**src/rtl/can_frame_tracker.sv**
```systemverilog
// can_frame_tracker
// Follows the unstuffed bit position of a CAN 2.0A/2.0B frame from SOF to the
// last EOF bit. Decodes RTR/SRR, IDE and DLC as they pass and computes the
// exact frame length so the field deserialiser knows when the frame ends.
//
// Build option: define FRAME_TIMEOUT_EN to add a watchdog that aborts a frame
// after TIMEOUT_BITS nominal bit times without a dvalid strobe.
//
// Ports:
//   clk, rst           system clock, synchronous active-high reset
//   sof                SOF detected (qualified by dvalid)
//   error, overload    abort requests, honoured only while a frame is active
//   din, dvalid        destuffed bit and its one-cycle valid strobe
//   bit_index          index of the next bit to be sampled (SOF = 0)
//   frame_length_bits  total frame bits SOF..EOF, stuff bits excluded
//   length_valid       frame_length_bits is final
//   ide, rtr, dlc      latched control fields (dlc is raw, MSB first)
//   data_bytes         payload bytes: 0 for remote frames, else min(dlc, MAX)
//   sample_en          high while a frame is active
//   frame_done         one-cycle pulse after the last EOF bit
//   frame_abort        one-cycle pulse when a frame is abandoned
module can_frame_tracker #(
  parameter int unsigned clk_speed_MHz      = 100,
  parameter int unsigned can_bit_rate_Kbits = 1000,
  parameter int unsigned CNT_W              = 8,
  parameter int unsigned MAX_DATA_BYTES     = 8,
  parameter int unsigned TIMEOUT_BITS       = 4
) (
  input  logic             clk,
  input  logic             rst,
  input  logic             sof,
  input  logic             error,
  input  logic             overload,
  input  logic             din,
  input  logic             dvalid,
  output logic [CNT_W-1:0] bit_index,
  output logic [CNT_W-1:0] frame_length_bits,
  output logic             length_valid,
  output logic             ide,
  output logic             rtr,
  output logic [3:0]       dlc,
  output logic [3:0]       data_bytes,
  output logic             sample_en,
  output logic             frame_done,
  output logic             frame_abort
);

  // Elaboration-time sanity checks on the configuration.
  if (CNT_W < 8) begin : g_cnt_w_chk
    $error("can_frame_tracker: CNT_W must be at least 8");
  end
  if ((clk_speed_MHz * 1000 < can_bit_rate_Kbits) || (TIMEOUT_BITS == 0)) begin : g_rate_chk
    $error("can_frame_tracker: clock slower than bit rate or zero TIMEOUT_BITS");
  end

  typedef enum logic [2:0] {
    StIdle,
    StArb,
    StIdeChk,
    StStdCtrl,
    StExtId,
    StExtCtrl,
    StTail
  } state_e;

  localparam logic [CNT_W-1:0] IdxMax = {CNT_W{1'b1}};

  function automatic logic [3:0] payload_bytes(input logic is_remote, input logic [3:0] code);
    if (is_remote) return 4'd0;
    if ({28'd0, code} > MAX_DATA_BYTES) return 4'(MAX_DATA_BYTES);
    return code;
  endfunction

  function automatic logic [CNT_W-1:0] frame_len(input logic ext, input logic [3:0] bytes);
    return (ext ? CNT_W'(64) : CNT_W'(44)) + CNT_W'({bytes, 3'b000});
  endfunction

  state_e           state_q;
  logic             rtr_ssr_q;
  logic             active;
  logic [CNT_W-1:0] idx_next;
  logic [3:0]       dlc_shift;
  logic [3:0]       new_bytes;
  logic             timeout;

  assign active    = (state_q != StIdle);
  // Saturate rather than wrap so a runaway frame never aliases low indices.
  assign idx_next  = (bit_index == IdxMax) ? bit_index : bit_index + CNT_W'(1);
  assign dlc_shift = {dlc[2:0], din};
  // rtr is already latched by the time the last DLC bit arrives in both formats.
  assign new_bytes = payload_bytes(rtr, dlc_shift);

`ifdef FRAME_TIMEOUT_EN
  localparam int unsigned TimeoutCycles =
      TIMEOUT_BITS * (clk_speed_MHz * 1000 / can_bit_rate_Kbits);
  localparam int unsigned WdW = $clog2(TimeoutCycles + 1);

  logic [WdW-1:0] wd_q;

  // Counts edges since the last dvalid; fires on the edge that reaches the limit.
  always_ff @(posedge clk) begin
    if (rst || !active || dvalid) begin
      wd_q <= '0;
    end else if (!timeout) begin
      wd_q <= wd_q + WdW'(1);
    end
  end

  assign timeout = active && !dvalid && (wd_q == WdW'(TimeoutCycles - 1));
`else
  assign timeout = 1'b0;
`endif

  always_ff @(posedge clk) begin
    if (rst) begin
      state_q           <= StIdle;
      rtr_ssr_q         <= 1'b0;
      bit_index         <= '0;
      frame_length_bits <= '0;
      length_valid      <= 1'b0;
      ide               <= 1'b0;
      rtr               <= 1'b0;
      dlc               <= '0;
      data_bytes        <= '0;
      sample_en         <= 1'b0;
      frame_done        <= 1'b0;
      frame_abort       <= 1'b0;
    end else begin
      frame_done  <= 1'b0;
      frame_abort <= 1'b0;
      // Abort takes priority over any bit sampled in the same cycle.
      if (active && (error || overload || timeout)) begin
        state_q      <= StIdle;
        sample_en    <= 1'b0;
        frame_abort  <= 1'b1;
        length_valid <= 1'b0;
        bit_index    <= '0;
      end else if (dvalid) begin
        if (active) bit_index <= idx_next;
        unique case (state_q)
          StIdle: begin
            if (sof && !din) begin
              state_q      <= StArb;
              bit_index    <= CNT_W'(1);
              sample_en    <= 1'b1;
              ide          <= 1'b0;
              rtr          <= 1'b0;
              dlc          <= '0;
              data_bytes   <= '0;
              length_valid <= 1'b0;
            end
          end
          StArb: begin
            if (bit_index == CNT_W'(12)) begin
              rtr_ssr_q <= din;
              state_q   <= StIdeChk;
            end
          end
          StIdeChk: begin
            ide <= din;
            if (din) begin
              state_q <= StExtId;
            end else begin
              rtr     <= rtr_ssr_q;
              state_q <= StStdCtrl;
            end
          end
          StStdCtrl: begin
            // Bit 14 is r0; DLC occupies 15..18.
            if (bit_index >= CNT_W'(15)) dlc <= dlc_shift;
            if (bit_index == CNT_W'(18)) begin
              state_q           <= StTail;
              data_bytes        <= new_bytes;
              frame_length_bits <= frame_len(1'b0, new_bytes);
              length_valid      <= 1'b1;
            end
          end
          StExtId: begin
            if (bit_index == CNT_W'(32)) begin
              rtr     <= din;
              state_q <= StExtCtrl;
            end
          end
          StExtCtrl: begin
            // Bits 33-34 are r1/r0; DLC occupies 35..38.
            if (bit_index >= CNT_W'(35)) dlc <= dlc_shift;
            if (bit_index == CNT_W'(38)) begin
              state_q           <= StTail;
              data_bytes        <= new_bytes;
              frame_length_bits <= frame_len(1'b1, new_bytes);
              length_valid      <= 1'b1;
            end
          end
          StTail: begin
            if (bit_index == frame_length_bits - CNT_W'(1)) begin
              state_q    <= StIdle;
              sample_en  <= 1'b0;
              frame_done <= 1'b1;
              bit_index  <= '0;
            end
          end
          default: state_q <= StIdle;
        endcase
      end
    end
  end

endmodule

```
**config.mk**
```make
export PLATFORM = sky130hd
export DESIGN_NAME = can_frame_tracker
export DESIGN_NICKNAME = d
export VERILOG_FILES = /design/src/rtl/can_frame_tracker.sv
export SDC_FILE = /design/constraint.sdc
export NUM_CORES = 1
export LEC_CHECK = 0
export ABC_AREA = 1
export ABC_CLOCK_PERIOD_IN_PS = 1600
export CAP_MARGIN = 10
export CORE_AREA = 2 2 65 129
export DETAILED_ROUTE_END_ITERATION = 10
export DIE_AREA = 0 0 67 131
export PLACE_DENSITY = 0.54
export SYNTH_ARGS = -nofsm -noshare
export SYNTH_HDL_FRONTEND = slang
export SYNTH_SLANG_ARGS = --single-unit
```
**constraint.sdc**
```tcl
create_clock -name clk -period 1.6 [get_ports clk]
set_input_delay 0.32 -clock clk [delete_from_list [all_inputs] [get_ports clk]]
set_output_delay 0.32 -clock clk [all_outputs]
set_load 0.02 [all_outputs]
```
==> impl_metrics.env <==
export IMPL_outcome="complete, but fails checks"
export IMPL_violations="negative setup slack"
export IMPL_crit_buf_inv=3
export IMPL_worstHoldStart="rtr_ssr_q"
export IMPL_drive_gt1_share_pct=41.1
export IMPL_wl_um=6950
export IMPL_yosys_top_cells_area="dfxtp_1 (30%), nand2_1 (15%), nand3_1 (8.7%)"
export IMPL_place_gp_congestion=0.847
export IMPL_numPortBuffers=34
export IMPL_worst_path_most_repeated_cell="nand3_1"
export IMPL_synth_largest_area_cell="dfxtp_1"
export IMPL_cp_start_kind="register"
export IMPL_synth_common_cells="nand2_1 (87), inv_1 (38), nand3_1 (37), nor2_1 (37), dfxtp_1 (32)"
export IMPL_power_frac_seq_pct=37.1
export IMPL_synth_cell_types=31
export IMPL_fin_nets=456
export IMPL_syn_avg_cell_area_um2=6.38
export IMPL_die_area_um2=8780
export IMPL_max_freq_mhz=597
export IMPL_cp_top_family="simple AND/OR/NAND/NOR gates"
export IMPL_synth_top_area_share_pct=30.1
export IMPL_clk_pin_slew_ns=0.05
export IMPL_synth_most_common_cell="nand2_1"
export IMPL_grt_pass1_vias=2412
export IMPL_clk_latency_ns=0.29
export IMPL_crit_type="register to register"
export IMPL_synth_main_ff_cell="dfxtp_1"
export IMPL_setup_viol=15
export IMPL_drv_cap=0
export IMPL_netlist_instances=334
export IMPL_cp_data_required_time_ns=1.82
export IMPL_r2r_start="frame_length_bits[3]"
export IMPL_core_um2=7830
export IMPL_worstPathMaxFanout=5
export IMPL_place_area_um2=3110
export IMPL_die_y_um=131
export IMPL_critPathCaptureType="register"
export IMPL_r2r_worst_path_cells=12
export IMPL_io_pins=37
export IMPL_min_period_ns=1.68
export IMPL_antenna_found_initial=0
export IMPL_p_comb_share_pct=22.4
export IMPL_fin_crit_sh_pct=105
export IMPL_track_usage_pct=17.0
export IMPL_slew_violations=0
export IMPL_first_pass_iters=4
export IMPL_area_delta_synth_final_pct=68.3
export IMPL_r2r_slack_ns=-0.08
export IMPL_p_clk_share_pct=40.5
export IMPL_fill_cells=832
export IMPL_cts_root_buf="clkbuf_16"
export IMPL_vias_per_cell=4.58
export IMPL_rsz0062_at_grt="yes"
export IMPL_synth_edf_count=0
export IMPL_whs_path_depth=2
export IMPL_design_area_um2=3590
export IMPL_cts_num_sinks=32
export IMPL_ys_seq_area_share_pct=30.1
export IMPL_initial_core_util_pct=27.2
export IMPL_wl_per_cell_um=12.8
export IMPL_antenna_cells=0
export IMPL_grt_pass1_wl_um=11200
export IMPL_fin_util_pct=45.8
export IMPL_hold_slack_ns=0.444
export IMPL_fin_skew_ns=0.00377
export IMPL_cpPeakStageDelay_ns=0.35
export IMPL_p_sw_share_pct=29.4
export IMPL_htree_levels=2
export IMPL_ant_nets=0
export IMPL_cts_made_buffers=5
export IMPL_fin_cells=541
export IMPL_fin_ws_ns=-0.0759
export IMPL_p_per_area_nw_per_um2=641
export IMPL_vias=2480
export IMPL_dp_hpwl_um=5310
export IMPL_die_x_um=67
export IMPL_clock_path_buffers=2
export IMPL_worstHoldEndpoint="rtr_ssr_q"
export IMPL_leakagePower_nw=1.65
export IMPL_irDropWorstVdd_v=0.000596
export IMPL_cp_data_arrival_time_ns=1.89
export IMPL_grt_overflow_total=0
export IMPL_p_sw_uw=676
export IMPL_ys_warn_count=0
export IMPL_num_rows=46
export IMPL_drtIter0Drc=203
export IMPL_p_int_mw=1.62
export IMPL_cts_tree="built"
export IMPL_grt_max_degree=10
export IMPL_path_cells="inv_4 -> ha_4 -> nand2_2 -> inv_1 -> nor2_1 -> nand3_1 -> nor2_2 -> nand3_2 -> nand2_4 -> buf_6 -> nand3_1 -> a21oi_2"
export IMPL_ys_seq_elements=32
export IMPL_hold_viol=0
export IMPL_drc=0
export IMPL_crit_path_top_delay_cell="dfxtp_4"
export IMPL_synthesis_area_um2=2130
export IMPL_r2r_end="state_q[1]"
export IMPL_synth_async_sr_flop_share_pct=0
export IMPL_hold_class="register to register"
export IMPL_dp_cells=527
-- metal layers --
layer | GRT usage (%) | part of all wire [%]
met4 | 8.04 | 2.6
met1 | 19.3 | 41
met2 | 29.9 | 53
met5 | 0 | 0
met3 | 3.08 | 3.5
-- how the worst max path moves through the flow --
stage,start,to,slack (ns),cells after the start
2_1_floorplan,bit_index[7],state_q[2],0.008,9
3_3_place_gp,din,frame_length_bits[5],-0.25,9
3_5_place_dp,din,frame_length_bits[5],-0.31,9
4_1_cts,frame_length_bits[3],state_q[1],-0.11,12
5_1_grt,frame_length_bits[3],state_q[0],-0.22,12
6_report,frame_length_bits[3],state_q[1],-0.08,12
-- layout by cell type (no fill, tap or decap), types with 2 or more instances in the layout --
cell	count
nand2_1	71
nor3_4	2
inv_2	9
nand3_1	24
nand2_2	17
nor3_1	3
dlygate4sd2_1	18
nor2_2	6
buf_4	72
ha_4	3
clkbuf_1	2
nor2_1	28
o22ai_1	2
nand4_1	6
dfxtp_4	5
nand3_2	11
o21ai_1	6
o211a_1	2
nand3_4	3
inv_1	29
buf_6	4
o21ai_0	8
xnor2_1	2
nor3_2	5
inv_4	6
xor2_1	6
a21oi_2	9
or3_1	2
o21ai_2	4
clkbuf_16	5
nand2_4	4
ha_1	2
dfxtp_2	6
clkdlybuf4s50_1	16
a21oi_1	10
nor2_4	9
dfxtp_1	21
conb_1	2
-- state kept, by name, summed over array words and instances (netlist names) --
| name | cells |
|---|---|
| frame_abort | 1 |
| bit_index | 8 |
| state_q | 3 |
| frame_length_bits | 6 |
| data_bytes | 4 |
| rtr | 1 |
| sample_en | 1 |
| frame_done | 1 |
| length_valid | 1 |
| dlc | 4 |
| ide | 1 |
| rtr_ssr_q | 1 |
-- through the flow --
step	power, mW	setup TNS (ns)	worst slack (ns)
4_1_cts	2.27	-0.928	-0.107
5_1_grt	2.41	-3.16	-0.218
3_5_place_dp	1.32	-5.32	-0.310
6_report	2.30	-0.441	-0.0759
2_1_floorplan	1.10	0	0.00847
3_3_place_gp	1.32	-5.09	-0.251
-- cell families (layout without fill, tap and decap cells) --
group,Yosys count,after routing,share of synthesized area [%]
AO/OA/AOI/OAI,42,42,11.0
XOR/XNOR,8,8,3.29
adder cells (fa/ha/maj),5,5,2.94
buffers and inverters,52,162,9.92
flip-flops,32,32,30.1
other,1,2,0.176
AND/OR/NAND/NOR,194,194,42.6
-- worst min-delay path: stages (launching register included) --
cell and delay (ns):
dfxtp_1 0.30, inv_1 0.04, a21oi_1 0.05
-- layout make-up --
class / instances / area (µm²) / share of cell area (%)
Inverter: 44 / 180 / 5.02
Clock buffer: 7 / 133 / 3.70
Multi-Input combinational cell: 251 / 1580 / 44.0
Tap cell: 96 / 120 / 3.35
Sequential cell: 32 / 667 / 18.6
Clock inverter: 1 / 3.75 / 0.105
Timing Repair Buffer: 110 / 903 / 25.2
-- timing repair --
action	CTS	global route
hold buffers	0	0
gates resized for setup	54	58
buffers inserted	2	4
pin swaps	17	23
setup endpoints to repair	46	29
endpoints found under the hold margin	0	0
-- power groups by stage --
stage,clock (mW),combinational (mW),sequential [mW]
6_report,0.930,0.516,0.852
3_5_place_dp,0,0.460,0.861
5_1_grt,0.988,0.566,0.856
2_1_floorplan,0,0.218,0.883
4_1_cts,0.940,0.478,0.847
3_3_place_gp,0,0.459,0.861
No activity file was read; power rests on OpenSTA's default activity.
==> variant, RTL diff (same flow settings) <==
Add an input register stage for `sof`, `error`, `overload` and `din`; this delays them by one clock. The other inputs are not delayed to match. Comments in the files are not updated.
--- a/src/rtl/can_frame_tracker.sv
+++ b/src/rtl/can_frame_tracker.sv
@@ -45,6 +45,18 @@
   output logic             frame_abort
 );
 
+  logic sof_q;
+  logic error_q;
+  logic overload_q;
+  logic din_q;
+
+  always_ff @(posedge clk) begin
+    sof_q      <= sof;
+    error_q    <= error;
+    overload_q <= overload;
+    din_q      <= din;
+  end
+
   // Elaboration-time sanity checks on the configuration.
   if (CNT_W < 8) begin : g_cnt_w_chk
     $error("can_frame_tracker: CNT_W must be at least 8");
@@ -86,7 +98,7 @@
   assign active    = (state_q != StIdle);
   // Saturate rather than wrap so a runaway frame never aliases low indices.
   assign idx_next  = (bit_index == IdxMax) ? bit_index : bit_index + CNT_W'(1);
-  assign dlc_shift = {dlc[2:0], din};
+  assign dlc_shift = {dlc[2:0], din_q};
   // rtr is already latched by the time the last DLC bit arrives in both formats.
   assign new_bytes = payload_bytes(rtr, dlc_shift);
 
@@ -129,7 +141,7 @@
       frame_done  <= 1'b0;
       frame_abort <= 1'b0;
       // Abort takes priority over any bit sampled in the same cycle.
-      if (active && (error || overload || timeout)) begin
+      if (active && (error_q || overload_q || timeout)) begin
         state_q      <= StIdle;
         sample_en    <= 1'b0;
         frame_abort  <= 1'b1;
@@ -139,7 +151,7 @@
         if (active) bit_index <= idx_next;
         unique case (state_q)
           StIdle: begin
-            if (sof && !din) begin
+            if (sof_q && !din_q) begin
               state_q      <= StArb;
               bit_index    <= CNT_W'(1);
               sample_en    <= 1'b1;
@@ -152,13 +164,13 @@
           end
           StArb: begin
             if (bit_index == CNT_W'(12)) begin
-              rtr_ssr_q <= din;
+              rtr_ssr_q <= din_q;
               state_q   <= StIdeChk;
             end
           end
           StIdeChk: begin
-            ide <= din;
-            if (din) begin
+            ide <= din_q;
+            if (din_q) begin
               state_q <= StExtId;
             end else begin
               rtr     <= rtr_ssr_q;
@@ -177,7 +189,7 @@
           end
           StExtId: begin
             if (bit_index == CNT_W'(32)) begin
-              rtr     <= din;
+              rtr     <= din_q;
               state_q <= StExtCtrl;
             end
           end
Check against the original RTL: not equivalent (a bounded check fails within 4 cycles, from zero or initial values and one cycle with rst high).
==> variant against the unedited design <==
The run still ends with negative setup slack left; sequential cell count increased by 4; worst hold slack improved by 0.027 ns; cell count decreased by 3.3%; count of clock-buffer cells in the layout decreased by 1; core utilization decreased by 2.6 points; setup slack got worse by 0.024 ns; wire length decreased by 6.0%; first-iteration DRC count decreased by 63%; global-route usage decreased by 1.1 points; synthesized area increased by 0.59%; design area decreased by 5.7%; largest cell class unchanged.
Power is not compared: it rests on default switching activity, and its combinational part moved more than twofold at a synthesized area within 25%.
==> variant: results (changes against the unedited design) <==
Final WS setup=-0.100 ns (was -0.0759 ns); CP endpoint=bit_index[5]$_SDFFE_PP0P_ (was state_q[1]$_SDFFE_PP0P_); Yosys top cell area share=33.6% (was 30.1%); comb_multi_in=242 (was 251); met1 wire length=2.76 mm (was 2.84 mm); met3 Resource Use GR=2.57% (was 3.08%); met2 Resource Use GR=28.7% (was 29.9%); placed cell areas=0.00304 mm² (was 0.00311 mm²); Final GP Congestion=0.911 (was 0.847); Via density=4.56 (was 4.58); initial antenna violation count=0 (unchanged); GRT Overall Usage=15.9% (was 17.0%); cell count after synthesis=325 (was 334); post-synthesis sequential area ratio=33.6% (was 30.1%); DRT Wirelength=6.53 mm (was 6.95 mm); inverter count=43 (was 44); wire per inst=12.5 µm (was 12.8 µm); Final nets=438 (was 456); Longest Clk Path Bufs=2 (unchanged); Main synth FF type=dfxtp_1 (unchanged); Setup Total Neg Slack=-0.693 ns (was -0.441 ns); clk_skew=0.00312 ns (was 0.00377 ns); Synth cell types=33 (was 31); FF-to-FF path depth=11 (was 12); pre-CTS setup slack=-0.206 ns (was -0.310 ns); final setup vio count=13 (was 15); Reg with most FFs=bit_index (unchanged); routed wl met2=3.45 mm (was 3.69 mm); Worst Hold Depth=2 (unchanged); Synth top cells by count=nand2_1 (65), nor2_1 (46), inv_1 (40) (was nand2_1 (87), inv_1 (38), nand3_1 (37), nor2_1 (37), dfxtp_1 (32)); share of layout cells above drive strength 1=30.4% (was 41.1%); startpoint types=flop (unchanged); Pwr top=combinational logic; violated checks=negative setup slack (unchanged); non-clk buf share=23.8% (was 25.2%); clk tree area frac=4.81% (was 3.80%); # fillers=822 (was 832); placed cells=509 (was 527); largest net degree at the start of global routing=13 (was 10); run status=finished with violations (unchanged); HPWL Detailed=5.26 mm (was 5.31 mm); clock buffers=6 (was 7); multi-input combinational area share=41.1% (was 44.0%); global-route wire length before repair=10.6 mm (was 11.2 mm); Signal buffers=98 (was 110); length of routed met3 wiring=192 µm (was 240 µm); met1 Use GR=18.0% (was 19.3%); Seq area share=21.8% (was 18.6%); initial DRC count=76 (was 203)
[variant: changes by cell type in the layout (fill, tap and decap cells not counted), sizes merged, moves of 4 or more]
cell	unedited run	this run
nand2	92	67
o21ai	19	32
buf	76	64
nor2	43	54
dfxtp	32	36
[variant: cell families after synthesis]
| family | synth area share (%) |
|---|---|
| buffers and inverters | 9.28 |
| xor gates and xnor gates | 2.04 |
| and+or+nand+nor | 38.1 |
| adders and majority gates | 2.92 |
| DFF | 33.6 |
| AOI/OAI and AO/OA | 13.8 |
| other | 0.175 |
[variant: repair_timing]
action                                  in CTS  in global routing
gates resized for setup                     29                 34
gates cloned                                 0                  0
endpoints found under the setup margin      42                 29
setup buffers                                3                  3
pin swaps                                   12                 11
[variant: worst max-delay path: stages (launching register included)]
cell	delay (ns)
dfxtp_4	0.38
inv_4	0.04
ha_4	0.28
nor2_4	0.04
nor2_4	0.10
nand3_2	0.07
a21oi_2	0.14
nand3_2	0.10
nand2_4	0.12
nand3_4	0.10
nor2_4	0.17
nor2_1	0.07
